`src/rtl/mem_bus_master_pkg.sv`:
```
// mem_bus_master_pkg: FSM states, lane mask encodings and field widths shared by the bus master.
package mem_bus_master_pkg;
  localparam int DATA_W = 16;
  localparam int BYTE_W = 8;
  localparam int MASK_W = 2;
  localparam logic [MASK_W-1:0] MASK_NONE = 2'b11;
  localparam logic [MASK_W-1:0] MASK_LOW  = 2'b10;
  localparam logic [MASK_W-1:0] MASK_HIGH = 2'b01;
  localparam logic [MASK_W-1:0] MASK_WORD = 2'b00;
  typedef enum logic [2:0] {S_IDLE, S_WRITE, S_READ_WAIT, S_CAPTURE, S_RESP} state_t;
endpackage

```
`src/rtl/mem_bus_master_if.sv`:
```
// mem_bus_master_if: core request/response channel plus synchronous memory port.
interface mem_bus_master_if #(parameter int ADDR_WIDTH = 12);
  logic                  req_valid;
  logic                  req_ready;
  logic [ADDR_WIDTH-1:0] req_address;
  logic                  req_write;
  logic                  req_byte;
  logic [15:0]           req_data;
  logic                  resp_valid;
  logic [15:0]           resp_data;
  logic                  resp_error;
  logic [ADDR_WIDTH-1:0] mem_address;
  logic [15:0]           mem_data_out;
  logic [15:0]           mem_data_in;
  logic [1:0]            mem_write_mask;
  logic                  mem_write_enable;
  modport master (
    input  req_valid, req_address, req_write, req_byte, req_data, mem_data_in,
    output req_ready, resp_valid, resp_data, resp_error,
           mem_address, mem_data_out, mem_write_mask, mem_write_enable
  );
  modport slave (
    output req_valid, req_address, req_write, req_byte, req_data, mem_data_in,
    input  req_ready, resp_valid, resp_data, resp_error,
           mem_address, mem_data_out, mem_write_mask, mem_write_enable
  );
endinterface

```
`src/rtl/mem_bus_master_lane_steer.sv`:
```
// mem_bus_master_lane_steer: byte-lane write replication/masking and read-lane selection.
module mem_bus_master_lane_steer
  import mem_bus_master_pkg::*;
(
  input  logic              wr_byte,
  input  logic              wr_lane,
  input  logic [DATA_W-1:0] wr_data,
  output logic [DATA_W-1:0] wr_word,
  output logic [MASK_W-1:0] wr_mask,
  input  logic              rd_byte,
  input  logic              rd_lane,
  input  logic [DATA_W-1:0] rd_word,
  output logic [DATA_W-1:0] rd_data
);
  always_comb begin
    wr_word = wr_byte ? {wr_data[BYTE_W-1:0], wr_data[BYTE_W-1:0]} : wr_data;
    wr_mask = wr_byte ? (wr_lane ? MASK_HIGH : MASK_LOW) : MASK_WORD;
    rd_data = rd_byte ? {{BYTE_W{1'b0}}, rd_lane ? rd_word[DATA_W-1:BYTE_W] : rd_word[BYTE_W-1:0]}
                      : rd_word;
  end
endmodule

```
`src/rtl/mem_bus_master.sv`:
```
// mem_bus_master: sequences one byte/word core request onto a registered-read memory port.
// Define ODD_ADDRESS_TRAP_EN to answer odd-address word accesses with resp_error and no memory cycle.
module mem_bus_master
  import mem_bus_master_pkg::*;
#(
  parameter int ADDR_WIDTH = 12,
  parameter int READ_WAIT  = 1
) (
  input logic clk,
  input logic reset_n,
  mem_bus_master_if.master bus
);
  state_t            state;
  logic              byte_q;
  logic [1:0]        wait_cnt;
  logic              odd;
  logic [DATA_W-1:0] wr_word;
  logic [DATA_W-1:0] rd_data;
  logic [MASK_W-1:0] wr_mask;

`ifdef ODD_ADDRESS_TRAP_EN
  assign odd = !bus.req_byte && bus.req_address[0];
`else
  assign odd = 1'b0;
`endif

  // read lane comes from the latched address, write lane from the live request
  mem_bus_master_lane_steer steer (
    .wr_byte(bus.req_byte),
    .wr_lane(bus.req_address[0]),
    .wr_data(bus.req_data),
    .wr_word(wr_word),
    .wr_mask(wr_mask),
    .rd_byte(byte_q),
    .rd_lane(bus.mem_address[0]),
    .rd_word(bus.mem_data_in),
    .rd_data(rd_data)
  );

  always_ff @(posedge clk or negedge reset_n) begin
    if (!reset_n) begin
      state                <= S_IDLE;
      byte_q               <= 1'b0;
      wait_cnt             <= 2'd0;
      bus.req_ready        <= 1'b1;
      bus.resp_valid       <= 1'b0;
      bus.resp_error       <= 1'b0;
      bus.resp_data        <= '0;
      bus.mem_address      <= {ADDR_WIDTH{1'b0}};
      bus.mem_data_out     <= '0;
      bus.mem_write_mask   <= MASK_NONE;
      bus.mem_write_enable <= 1'b0;
    end else begin
      case (state)
        S_IDLE: if (bus.req_valid) begin
          bus.req_ready <= 1'b0;
          byte_q        <= bus.req_byte;
          if (odd) begin
            state          <= S_RESP;
            bus.resp_valid <= 1'b1;
            bus.resp_error <= 1'b1;
            bus.resp_data  <= '0;
          end else begin
            bus.mem_address  <= bus.req_address;
            bus.mem_data_out <= wr_word;
            if (bus.req_write) begin
              state                <= S_WRITE;
              bus.mem_write_enable <= 1'b1;
              bus.mem_write_mask   <= wr_mask;
            end else begin
              state    <= S_READ_WAIT;
              wait_cnt <= 2'(READ_WAIT - 1);
            end
          end
        end
        S_WRITE: begin
          state                <= S_RESP;
          bus.mem_write_enable <= 1'b0;
          bus.mem_write_mask   <= MASK_NONE;
          bus.resp_valid       <= 1'b1;
          bus.resp_error       <= 1'b0;
          bus.resp_data        <= '0;
        end
        S_READ_WAIT: begin
          if (wait_cnt == 2'd0) state <= S_CAPTURE;
          else wait_cnt <= wait_cnt - 2'd1;
        end
        S_CAPTURE: begin
          state          <= S_RESP;
          bus.resp_valid <= 1'b1;
          bus.resp_error <= 1'b0;
          bus.resp_data  <= rd_data;
        end
        S_RESP: begin
          state          <= S_IDLE;
          bus.req_ready  <= 1'b1;
          bus.resp_valid <= 1'b0;
          bus.resp_error <= 1'b0;
          bus.resp_data  <= '0;
        end
        default: state <= S_IDLE;
      endcase
    end
  end
endmodule

```
`src/flat_wrapper.sv`:
```
// flat-port wrapper written by rule: the top's interface ports become plain ports
module mem_bus_master_flat import mem_bus_master_pkg::*;
#(
  parameter int ADDR_WIDTH = 12,
  parameter int READ_WAIT  = 1
)
  (clk, reset_n, bus_req_valid, bus_req_address, bus_req_write, bus_req_byte, bus_req_data, bus_mem_data_in, bus_req_ready, bus_resp_valid, bus_resp_data, bus_resp_error, bus_mem_address, bus_mem_data_out, bus_mem_write_mask, bus_mem_write_enable);
  mem_bus_master_if #(.ADDR_WIDTH(ADDR_WIDTH)) bus_i ();
  input logic clk;
  input logic reset_n;
  input wire logic [$bits(bus_i.req_valid)-1:0] bus_req_valid;
  input wire logic [$bits(bus_i.req_address)-1:0] bus_req_address;
  input wire logic [$bits(bus_i.req_write)-1:0] bus_req_write;
  input wire logic [$bits(bus_i.req_byte)-1:0] bus_req_byte;
  input wire logic [$bits(bus_i.req_data)-1:0] bus_req_data;
  input wire logic [$bits(bus_i.mem_data_in)-1:0] bus_mem_data_in;
  output wire logic [$bits(bus_i.req_ready)-1:0] bus_req_ready;
  output wire logic [$bits(bus_i.resp_valid)-1:0] bus_resp_valid;
  output wire logic [$bits(bus_i.resp_data)-1:0] bus_resp_data;
  output wire logic [$bits(bus_i.resp_error)-1:0] bus_resp_error;
  output wire logic [$bits(bus_i.mem_address)-1:0] bus_mem_address;
  output wire logic [$bits(bus_i.mem_data_out)-1:0] bus_mem_data_out;
  output wire logic [$bits(bus_i.mem_write_mask)-1:0] bus_mem_write_mask;
  output wire logic [$bits(bus_i.mem_write_enable)-1:0] bus_mem_write_enable;
  assign bus_i.req_valid = bus_req_valid;
  assign bus_i.req_address = bus_req_address;
  assign bus_i.req_write = bus_req_write;
  assign bus_i.req_byte = bus_req_byte;
  assign bus_i.req_data = bus_req_data;
  assign bus_i.mem_data_in = bus_mem_data_in;
  assign bus_req_ready = bus_i.req_ready;
  assign bus_resp_valid = bus_i.resp_valid;
  assign bus_resp_data = bus_i.resp_data;
  assign bus_resp_error = bus_i.resp_error;
  assign bus_mem_address = bus_i.mem_address;
  assign bus_mem_data_out = bus_i.mem_data_out;
  assign bus_mem_write_mask = bus_i.mem_write_mask;
  assign bus_mem_write_enable = bus_i.mem_write_enable;
  mem_bus_master #(.ADDR_WIDTH(ADDR_WIDTH), .READ_WAIT(READ_WAIT)) u_core (.clk(clk), .reset_n(reset_n), .bus(bus_i));
endmodule
```
`config.mk`:
```
export PLATFORM = sky130hd
export DESIGN_NAME = mem_bus_master_flat
export DESIGN_NICKNAME = d
export VERILOG_FILES = /design/src/rtl/mem_bus_master_pkg.sv /design/src/rtl/mem_bus_master_if.sv /design/src/rtl/mem_bus_master_lane_steer.sv /design/src/rtl/mem_bus_master.sv /design/src/flat_wrapper.sv
export SDC_FILE = /design/constraint.sdc
export NUM_CORES = 1
export LEC_CHECK = 0
export ABC_CLOCK_PERIOD_IN_PS = 4800
export CAP_MARGIN = 20
export CORE_MARGIN = 2
export CORE_UTILIZATION = 47
export CTS_BUF_LIST = sky130_fd_sc_hd__clkbuf_4 sky130_fd_sc_hd__clkbuf_8 sky130_fd_sc_hd__clkbuf_16
export DETAILED_ROUTE_END_ITERATION = 8
export PLACE_DENSITY = 0.94
export REMOVE_ABC_BUFFERS = 1
export SYNTH_ARGS = -nofsm -noshare
export SYNTH_HDL_FRONTEND = slang
export SYNTH_HIERARCHICAL = 1
export SYNTH_SLANG_ARGS = --single-unit
```
`constraint.sdc`:
```
create_clock -name clk -period 4.8 [get_ports clk]
set_clock_uncertainty 0.15 [all_clocks]
set_input_delay 0.48 -clock clk [delete_from_list [all_inputs] [get_ports clk]]
set_output_delay 0.48 -clock clk [all_outputs]
set_load 0.03 [all_outputs]
```
Word level (Yosys, flattened, before mapping)
Cells that the tools add are included.
Cells by class
  $add $sub $neg: 1
  multipliers: 0
  divide/modulo/power cells: 0
  magnitude comparators: 0
  equality and inequality tests: 9
  shift operators: 0
  muxes and demuxes: 23
  bitwise gates (word level): 0
  reductions and logical operators: 14
Operators by type and width (count)
  $mux 16: 2
  $pmux 16 s2: 1
  $mux 2: 8
  $reduce_bool 2->1: 5
  $pmux 3 s3: 1
  $mux 8: 1
  $ne 2x2->1 const B: 4
  $pmux 2 s2: 2
  $eq 3x2->1 const B: 2
  $mux 3: 2
  $pmux 1 s2: 3
  $reduce_and 2->1: 3
  $reduce_and 4->1: 1
  $reduce_or 2->1: 2
  $eq 3x1->1 const B: 1
  $eq 3x3->1 const B: 1
  $logic_not 3->1: 1
  $mux 1: 3
  $reduce_and 3->1: 1
  $logic_not 2->1: 1
  $ne 2x1->1 const B: 1
  $sub 2x1->2 const B: 1
Word-level totals
  bits in registers: 55
  bits in latches: 0
  memory bits (writable): 0
  bits in read-only memories: 0
  input bits: 49
  output and inout bits: 50
  word-level logic and storage cells: 57
  memories kept: 0

Depth between registers and ports, before layout
Gate-level depths: netlist (run 1).
  word-level depth: 5
  mapped depth: 6
  mapped depth without buffers: 5

Hierarchy
The synthesis (run 1) kept the hierarchy.
By module, submodules not included
  mem_bus_master: times used 1, cells each 211, area an instance 2177.1 sq um, seq. area each 1380.1 sq um
  mem_bus_master_lane_steer: times used 1, cells each 36, area an instance 339.1 sq um, seq. area each 0.0 sq um

Worst setup path before layout (run 1)
Ideal clock, no wire load.
  path kind: in2reg
  from: input port bus_req_valid
  to: register u_core.wait_cnt[0]
  data arrival time: 1.472 ns
  setup slack: 3.054 ns
  stages on the path: 6
  path buffers: 3
  path through: buf_4 > or4b_1 > clkbuf_1 > buf_6 > o211ai_2 > o21ai_1
On the way
  word-level cells in the longest chain between the ends: 2
Ends and longest elaborated chain
  from (decl): line flat_wrapper.sv:11  | input wire logic [$bits(bus_i.req_valid)-1:0] bus_req_valid;
  $ne 2x2->1 (no line)
  $reduce_and 4->1 (no line)
  to (signal assigned): line mem_bus_master.sv:72  | wait_cnt <= 2'(READ_WAIT - 1);
  to (signal assigned): line mem_bus_master.sv:86  | else wait_cnt <= wait_cnt - 2'd1;
  to (decl): line mem_bus_master.sv:15  | logic [1:0] wait_cnt;
No other way between the ends.
A chain may end at the register's enable or synchronous reset.

Worst setup path in the final report (run 1)
  from: input port bus_req_valid
  to: register u_core.wait_cnt[1]
Same word-level chain as after synthesis.

==> impl_metrics.env, run 1 <==
export IMPL_outcome="finished clean"
export IMPL_die_x_microns=77.2
export IMPL_synthFlopType="dfrtp_1"
export IMPL_critPathKind="primary input to flip-flop"
export IMPL_hp_class="primary input to async pin"
export IMPL_cts_made_buffers=5
export IMPL_p_per_area_nw_per_um2=685
export IMPL_gr_total_overflow=0
export IMPL_crit_fanout=31
export IMPL_rsz0062_at_grt="false"
export IMPL_crit_end="u_core/wait_cnt[1]"
export IMPL_ys_seq_area_share_pct=54.8
export IMPL_crit_start="bus_req_valid"
export IMPL_gp_congestion=0.705
export IMPL_hold_viol=0
export IMPL_clk_path_buf_depth=2
export IMPL_clkSinkCount=55
export IMPL_syn2layout_area_growth_pct=40.0
export IMPL_synth_cells=247
export IMPL_drive_gt1_share_pct=12.7
export IMPL_wl_per_cell_microns=14.6
export IMPL_drv_slew=0
export IMPL_ys_ff_latch=55
export IMPL_ir_drop_mv=0.403
export IMPL_yosysWarnings=6
export IMPL_critPathCaptureType="flip-flop"
export IMPL_antenna_cells=0
export IMPL_arrival_ns=2.54
export IMPL_place_port_buffers=97
export IMPL_detail_route_iter0_violations=111
export IMPL_cts_root_buf="clkbuf_8"
export IMPL_cts_resized=0
export IMPL_grt_pass1_vias=2000
export IMPL_insertion_delay_ns=0.30
export IMPL_async_flop_share_pct=100
export IMPL_yosysUniqueCellTypes=29
export IMPL_relSlewSlack_pct=30.2
export IMPL_viasPerCell=5.02
export IMPL_setup_viol=0
export IMPL_tns_ns=0
export IMPL_postSynthAreaPerCell_sq_um=10.2
export IMPL_leakagePower_uw=0.00164
export IMPL_detail_route_antenna_nets=0
export IMPL_rows=26
export IMPL_finalCritPeriodShare_pct=52.5
export IMPL_netlist_area_sq_um=2520
export IMPL_start_util_pct=49.0
export IMPL_grt_pass1_wl_microns=9760
export IMPL_crit_required_ns=4.83
export IMPL_finalCriticalPeriod_ns=2.52
export IMPL_h_tree_depth=2
export IMPL_start_kind="primary input"
export IMPL_max_cap_violations=0
export IMPL_via_count=2006
export IMPL_r2r_start="u_core/state[2]"
export IMPL_r2r_slack_ns=2.45
export IMPL_ioPinCount=99
export IMPL_post_cts_setup_buffers=0
export IMPL_worst_pin_slew_ns=1.05
export IMPL_synth_edf_count=0
export IMPL_rr_worst_depth=3
export IMPL_timing_fmax_mhz=397
export IMPL_dp_hpwl_microns=4150
export IMPL_hold_buffers=0
export IMPL_drc=0
export IMPL_r2r_end="u_core/wait_cnt[1]"
export IMPL_layout_nets=379
export IMPL_grt_usage_pct=20.4
export IMPL_firstDrtPassIters=4
export IMPL_coreArea_sq_um=5140
export IMPL_antenna_found_initial=0
export IMPL_hold_ws_ns=0.150
export IMPL_fp_dieH_microns=77.2
export IMPL_clk_pin_slew_worst_paths_ns=0.09
export IMPL_die_area_sq_um=5950
export IMPL_grt_max_degree=56
export IMPL_cts_tree="built"
export IMPL_drt_wl_total_microns=5830
==> sequential cells by signal, indices dropped and copies added, names as in the netlist <==
name	flops
u_core/bus.mem_data_out	16
u_core/bus.resp_data	16
u_core/bus.mem_address	12
u_core/state	3
u_core/bus.mem_write_mask	2
u_core/wait_cnt	2
u_core/bus.mem_write_enable	1
u_core/bus.req_ready	1
u_core/bus.resp_valid	1
u_core/byte_q	1
==> cells in the final DEF (no fill, tap or decap), drive strengths merged <==
| cell type | instances |
|---|---|
| and2b | 8 |
| mux2 | 16 |
| nor3 | 4 |
| nor2b | 2 |
| nand2 | 89 |
| or4b | 2 |
| a22o | 17 |
| ha | 1 |
| clkbuf | 5 |
| dfstp | 3 |
| o22a | 2 |
| buf | 4 |
| a31oi | 3 |
| nor4b | 1 |
| a21oi | 7 |
| and2 | 2 |
| conb | 1 |
| clkinv | 3 |
| o21ai | 3 |
| dfrtp | 52 |
| inv | 3 |
| o211ai | 2 |
| nor2 | 3 |
| and3b | 1 |
| clkdlybuf4s50 | 96 |
==> per-layer routing <==
layer	global-route usage [%]	share of wire, %	up-vias
met4	4.29	0.45	0
met5	0	0	-
met3	7.65	8.4	2
li1	-	-	969
met2	33.0	48	74
met1	26.3	43	961
==> cells in the mapped netlist (3+ instances only) <==
library cell   n  area share (%)
dfstp_2        3             3.1
buf_2          6             1.2
and2b_2        8             2.8
dfrtp_1       52              52
buf_4         14             4.2
a31oi_1        3            0.75
nor2_1         3            0.45
a22o_1        17             5.9
inv_1          3            0.45
a21oi_1        7             1.4
mux2_2        16             7.2
clkbuf_1       4            0.60
nand2_1       88              13
nor3_1         4            0.80
==> kinds of logic after synthesis <==
kind of cell,Yosys count,synth area share [%]
other cells,1,0.149
fa+ha+maj,1,0.497
flops,55,54.8
mux,16,7.16
compound gates,34,10.1
simple gates,112,20.3
buf+inv,28,6.86
==> critical path, stage by stage <==
cell,delay [ns]
clkdlybuf4s50_1,0.64
or4b_1,0.95
o211ai_1,0.34
o21ai_0,0.12
==> through the flow <==
step / power [uW] / worst slack, ns / area [sq um] / utilization, % / cells
after floorplan: 1600 / 2.60 / 2350 / - / 222
after global placement: 2140 / 2.02 / 3430 / 66.8 / 391
after detailed placement: 2180 / 1.96 / 3440 / 66.9 / 392
after CTS: 2440 / 2.28 / 3520 / 68.5 / 400
after global routing: 2560 / 2.18 / 3520 / 68.5 / 400
final: 2410 / 2.28 / 3520 / 68.5 / 400
==> how the worst min path moves through the flow <==
| stage | slack (ns) | endpoint | startpoint |
|---|---|---|---|
| final | 0.15 | u_core/bus.resp_data[13] | reset_n |
| after global routing | 0.21 | u_core/bus.resp_data[13] | reset_n |
| after CTS | 0.17 | u_core/byte_q | reset_n |
| after detailed placement | 0.31 | u_core/bus.mem_data_out[14] | u_core/bus.mem_data_out[14] |
| after global placement | 0.31 | u_core/bus.mem_data_out[14] | u_core/bus.mem_data_out[14] |
| after floorplan | 0.03 | u_core/bus.mem_address[0] | reset_n |
==> where the power goes <==
group | leakage, uW | internal, uW | switching, uW
sequential | 0.000695 | 689 | 170
clock | 0.0000477 | 100 | 143
combinational | 0.000897 | 568 | 743
total | 0.00164 | 1360 | 1060
==> final cells by class <==
class                           count  area, sq um
Clock inverter                      3         15.0
Fill cell                         427         1620
Inverter                            3         11.3
Timing Repair Buffer              100          988
Sequential cell                    55         1380
Tap cell                           70         87.6
Clock buffer                        5         68.8
Multi-Input combinational cell    164          972
No activity file was read; power rests on OpenSTA's default activity.
==> run 2: changes to the inputs <==
ABC_CLOCK_PERIOD_IN_PS = 2100   (was 4800)
CORE_UTILIZATION = 39   (was 47)
PLACE_DENSITY = 0.84   (was 0.94)
clock period = 2.1 ns   (was 4.8 ns; I/O delays follow)
==> impl_metrics.env, run 2 (synthesized netlist as in run 1, its figures left out) <==
export IMPL_clk_path_buf_depth=2
export IMPL_arrival_ns=2.01
export IMPL_clk_pin_slew_worst_paths_ns=0.10
export IMPL_via_count=2024
export IMPL_cts_made_buffers=5
export IMPL_drt_wl_total_microns=5840
export IMPL_drv_slew=0
export IMPL_grt_pass1_vias=1991
export IMPL_max_cap_violations=0
export IMPL_gp_congestion=0.778
export IMPL_finalCriticalPeriod_ns=1.91
export IMPL_hp_class="primary input to async pin"
export IMPL_multi_input_area_sq_um=972
export IMPL_critPathCaptureType="flip-flop"
export IMPL_die_area_sq_um=7110
export IMPL_start_util_pct=40.1
export IMPL_power_total_uw=5580
export IMPL_crit_required_ns=2.20
export IMPL_grt_pass1_wl_microns=9780
export IMPL_wl_per_cell_microns=14.1
export IMPL_coreArea_sq_um=6280
export IMPL_worst_pin_slew_ns=0.815
export IMPL_grt_max_degree=36
export IMPL_ff_latch_area_sq_um=1380
export IMPL_critPathKind="flip-flop to flip-flop"
export IMPL_p_per_area_nw_per_um2=1550
export IMPL_layout_commonest_cell="clkdlybuf4s50_1"
export IMPL_outcome="finished clean"
export IMPL_firstDrtPassIters=4
export IMPL_die_x_microns=84.3
export IMPL_cts_tree="built"
export IMPL_place_ws_ns=0.0870
export IMPL_fillers=529
export IMPL_place_port_buffers=97
export IMPL_relSlewSlack_pct=45.6
export IMPL_layout_nets=387
export IMPL_cts_resized=0
export IMPL_viasPerCell=4.88
export IMPL_fp_dieH_microns=84.3
export IMPL_start_kind="flip-flop"
export IMPL_ioPinCount=99
export IMPL_drive_gt1_share_pct=14.5
export IMPL_dp_hpwl_microns=4210
export IMPL_syn2layout_area_growth_pct=43.4
export IMPL_detail_route_antenna_nets=0
export IMPL_finalCritPeriodShare_pct=91.1
export IMPL_ir_drop_mv=0.779
export IMPL_leakagePower_uw=0.00168
export IMPL_reg_top3="u_core/bus.mem_data_out: 16 flops, u_core/bus.resp_data: 16 flops, u_core/bus.mem_address: 12 flops"
export IMPL_rows=29
export IMPL_clkSinkCount=55
export IMPL_gr_total_overflow=0
export IMPL_antenna_found_initial=0
export IMPL_drc=0
export IMPL_final_cell_mix="96 x clkdlybuf4s50_1, 88 x nand2_1, 52 x dfrtp_1"
export IMPL_h_tree_depth=2
export IMPL_crit_fanout=16
export IMPL_antenna_cells=0
export IMPL_hold_buffers=1
export IMPL_insertion_delay_ns=0.30
export IMPL_post_route_util_pct=57.5
export IMPL_cts_root_buf="clkbuf_8"
export IMPL_detail_route_iter0_violations=102
export IMPL_tns_ns=0
export IMPL_hold_viol=0
export IMPL_rsz0062_at_grt="false"
export IMPL_setup_viol=0
export IMPL_timing_fmax_mhz=523
export IMPL_worst_slack_ns=0.187
export IMPL_post_cts_setup_buffers=0
export IMPL_grt_usage_pct=17.0
## run 2: cell count changes in the layout (fill, tap and decap cells not counted), sizes merged
cell,delta
dlygate4sd3,+1
buf,+7
## run 2: worst paths after layout
path	depth (start not counted)	slack [ns]	endpoint	startpoint
max	3	0.19	u_core/bus.resp_data[7]	u_core/state[2]
min	2	0.26	u_core/bus.resp_data[5]	reset_n
max reg2reg	3	0.19	u_core/bus.resp_data[7]	u_core/state[2]
min reg2reg	2	0.33	u_core/bus.mem_address[3]	u_core/bus.mem_address[3]
max in group asynchronous	3	0.90	u_core/bus.req_ready	reset_n
min in group clk	3	0.27	u_core/bus.mem_address[7]	bus_req_address[7]
## run 2: layout make-up
type,instances,share of cell area (%)
sequential,55,38.3
clock inverter,3,0.416
tap,77,2.67
multi-input combinational,164,27.0
clock buffer,5,1.91
inverter,3,0.312
timing repair buffer,108,29.5
## run 2: layer usage
metal	GRT usage, %	vias to the layer above	share of wire (%)
li1	-	985	-
met1	23.5	952	45
met2	25.6	85	45
met3	6.59	2	9.4
met4	3.52	0	0.43
met5	0	-	0
## run 2: where the power goes
group	switching, uW	internal [uW]	total (uW)
Combinational	1740	1360	3090
Clock	341	230	571
Sequential	338	1580	1910
Total	2420	3160	5580
## run 2: per-stage QoR
step | hold WS (ns) | area (sq um) | std cells
finish | 0.263 | 3610 | 415
floorplan | -0.236 | 2350 | 222
CTS | 0.261 | 3600 | 414
global placement | 0.0540 | 3510 | 405
detailed placement | 0.0692 | 3510 | 405
global route | 0.262 | 3610 | 415
## run 2: critical path: stages, from the launching register on
cell	delay, ns
dfrtp_1	0.50
nor2b_1	0.25
and2_0	0.69
a22o_1	0.26
==> run 3: changes to the inputs <==
PLACE_DENSITY = 0.77   (was 0.84)
==> impl_metrics.env, run 3 (synthesized netlist as in run 1, its figures left out) <==
export IMPL_outcome="finished clean"
export IMPL_dp_hpwl_microns=4230
export IMPL_hold_viol=0
export IMPL_power_total_uw=5730
export IMPL_place_port_buffers=97
export IMPL_fp_dieH_microns=84.3
export IMPL_hp_class="primary input to flip-flop"
export IMPL_viasPerCell=4.93
export IMPL_die_area_sq_um=7110
export IMPL_rsz0062_at_grt="false"
export IMPL_grt_max_degree=31
export IMPL_fin_cells=415
export IMPL_p_int_uw=3290
export IMPL_antenna_found_initial=0
export IMPL_worst_path_largest_cell_delay_ns=0.67
export IMPL_h_tree_depth=2
export IMPL_drc=0
export IMPL_hold_ws_ns=0.268
export IMPL_coreArea_sq_um=6280
export IMPL_wl_per_cell_microns=14.0
export IMPL_critPathKind="flip-flop to output port"
export IMPL_finalCritPeriodShare_pct=89.8
export IMPL_place_area_sq_um=3510
export IMPL_worst_pin_slew_ns=0.866
export IMPL_cts_tree="built"
export IMPL_p_switching_uw=2440
export IMPL_antenna_cells=0
export IMPL_reg_top3="u_core/bus.mem_data_out: 16 flops, u_core/bus.resp_data: 16 flops, u_core/bus.mem_address: 12 flops"
export IMPL_gr_total_overflow=0
export IMPL_grt_pass1_wl_microns=9560
export IMPL_p_sw_share_pct=42.5
export IMPL_crit_required_ns=1.74
export IMPL_crit_fanout=3
export IMPL_worstPathCellList="clkdlybuf4s50_1"
export IMPL_drt_wl_total_microns=5830
export IMPL_post_cts_setup_buffers=0
export IMPL_start_util_pct=40.1
export IMPL_detail_route_antenna_nets=0
export IMPL_clk_path_buf_depth=2
export IMPL_arrival_ns=1.53
export IMPL_drive_gt1_share_pct=14.5
export IMPL_dp_cells=406
export IMPL_detail_route_iter0_violations=55
export IMPL_layout_nets=387
export IMPL_multi_input_area_sq_um=972
export IMPL_via_count=2048
export IMPL_gp_congestion=0.712
export IMPL_critPathCaptureType="output port"
export IMPL_final_cell_mix="96 x clkdlybuf4s50_1, 88 x nand2_1, 52 x dfrtp_1"
export IMPL_timing_fmax_mhz=530
export IMPL_die_x_microns=84.3
export IMPL_p_per_area_nw_per_um2=1570
export IMPL_design_area_sq_um=3640
export IMPL_ir_drop_mv=0.718
export IMPL_start_kind="flip-flop"
export IMPL_p_clk_share_pct=12.5
export IMPL_worstPathBufferInverterCount=1
export IMPL_max_cap_violations=0
export IMPL_cts_root_buf="clkbuf_8"
export IMPL_leakagePower_uw=0.00169
export IMPL_rows=29
export IMPL_ff_latch_area_sq_um=1380
export IMPL_clk_pin_slew_worst_paths_ns=0.10
export IMPL_finalCriticalPeriod_ns=1.89
export IMPL_p_comb_share_pct=54.2
export IMPL_setup_viol=0
export IMPL_insertion_delay_ns=0.30
export IMPL_relSlewSlack_pct=42.3
export IMPL_firstDrtPassIters=4
export IMPL_clkSinkCount=55
export IMPL_post_route_util_pct=58.0
export IMPL_grt_pass1_vias=2042
export IMPL_cts_made_buffers=5
export IMPL_syn2layout_area_growth_pct=44.6
export IMPL_power_frac_seq_pct=33.3
export IMPL_drv_slew=0
export IMPL_layout_commonest_cell="clkdlybuf4s50_1"
export IMPL_cp_slowest_cell="clkdlybuf4s50_1"
export IMPL_fillers=541
export IMPL_crit_family="buffers and inverters"
export IMPL_grt_usage_pct=16.3
export IMPL_ioPinCount=99
## run 3: power groups by stage
stage	logic, uW	registers (uW)	clock network (uW)
4_1_cts	3140	1910	740
2_1_floorplan	847	2800	0
5_1_grt	3310	1970	772
3_5_place_dp	3130	1920	0
6_report	3110	1910	714
3_3_place_gp	3050	1920	0
## run 3: cell type report
| class | count | area share [%] |
|---|---|---|
| Clock buffer | 5 | 1.89 |
| Clock inverter | 3 | 1.27 |
| Inverter | 3 | 0.309 |
| Multi-Input combinational cell | 164 | 26.7 |
| Sequential cell | 55 | 37.9 |
| Tap cell | 77 | 2.65 |
| Timing Repair Buffer | 108 | 29.2 |
## run 3: metrics by stage
stage	worst slack [ns]	setup TNS, ns
floorplan	-0.103	-2.98
global placement	0.213	0
detailed placement	0.200	0
CTS	0.198	0
global route	0.126	0
finish	0.214	0
## run 3: final timing paths
path | end | start | slack, ns | depth (start not counted)
worst max-delay path | bus_mem_write_mask[0] | u_core/bus.mem_write_mask[0] | 0.21 | 1
worst min-delay path | u_core/bus.mem_address[3] | bus_req_address[3] | 0.27 | 3
worst max register to register | u_core/bus.mem_data_out[6] | u_core/state[1] | 0.25 | 5
worst min register to register | u_core/bus.mem_data_out[5] | u_core/bus.mem_data_out[5] | 0.33 | 2
max in group asynchronous | u_core/bus.req_ready | reset_n | 0.87 | 3
min in group asynchronous | u_core/bus.resp_data[8] | reset_n | 0.29 | 2
## run 3: layer usage
metal	GRT usage (%)	part of all wire, %	vias up
li1	-	-	983
met1	20.2	45	991
met2	27.8	47	68
met3	5.51	7.0	6
met4	3.52	0.77	0
met5	0	0	-
## run 3: what timing repair did
action                                 CTS  global route
endpoints found under the hold margin   25             0
gates resized for setup                  0             0
hold buffers                             1             0
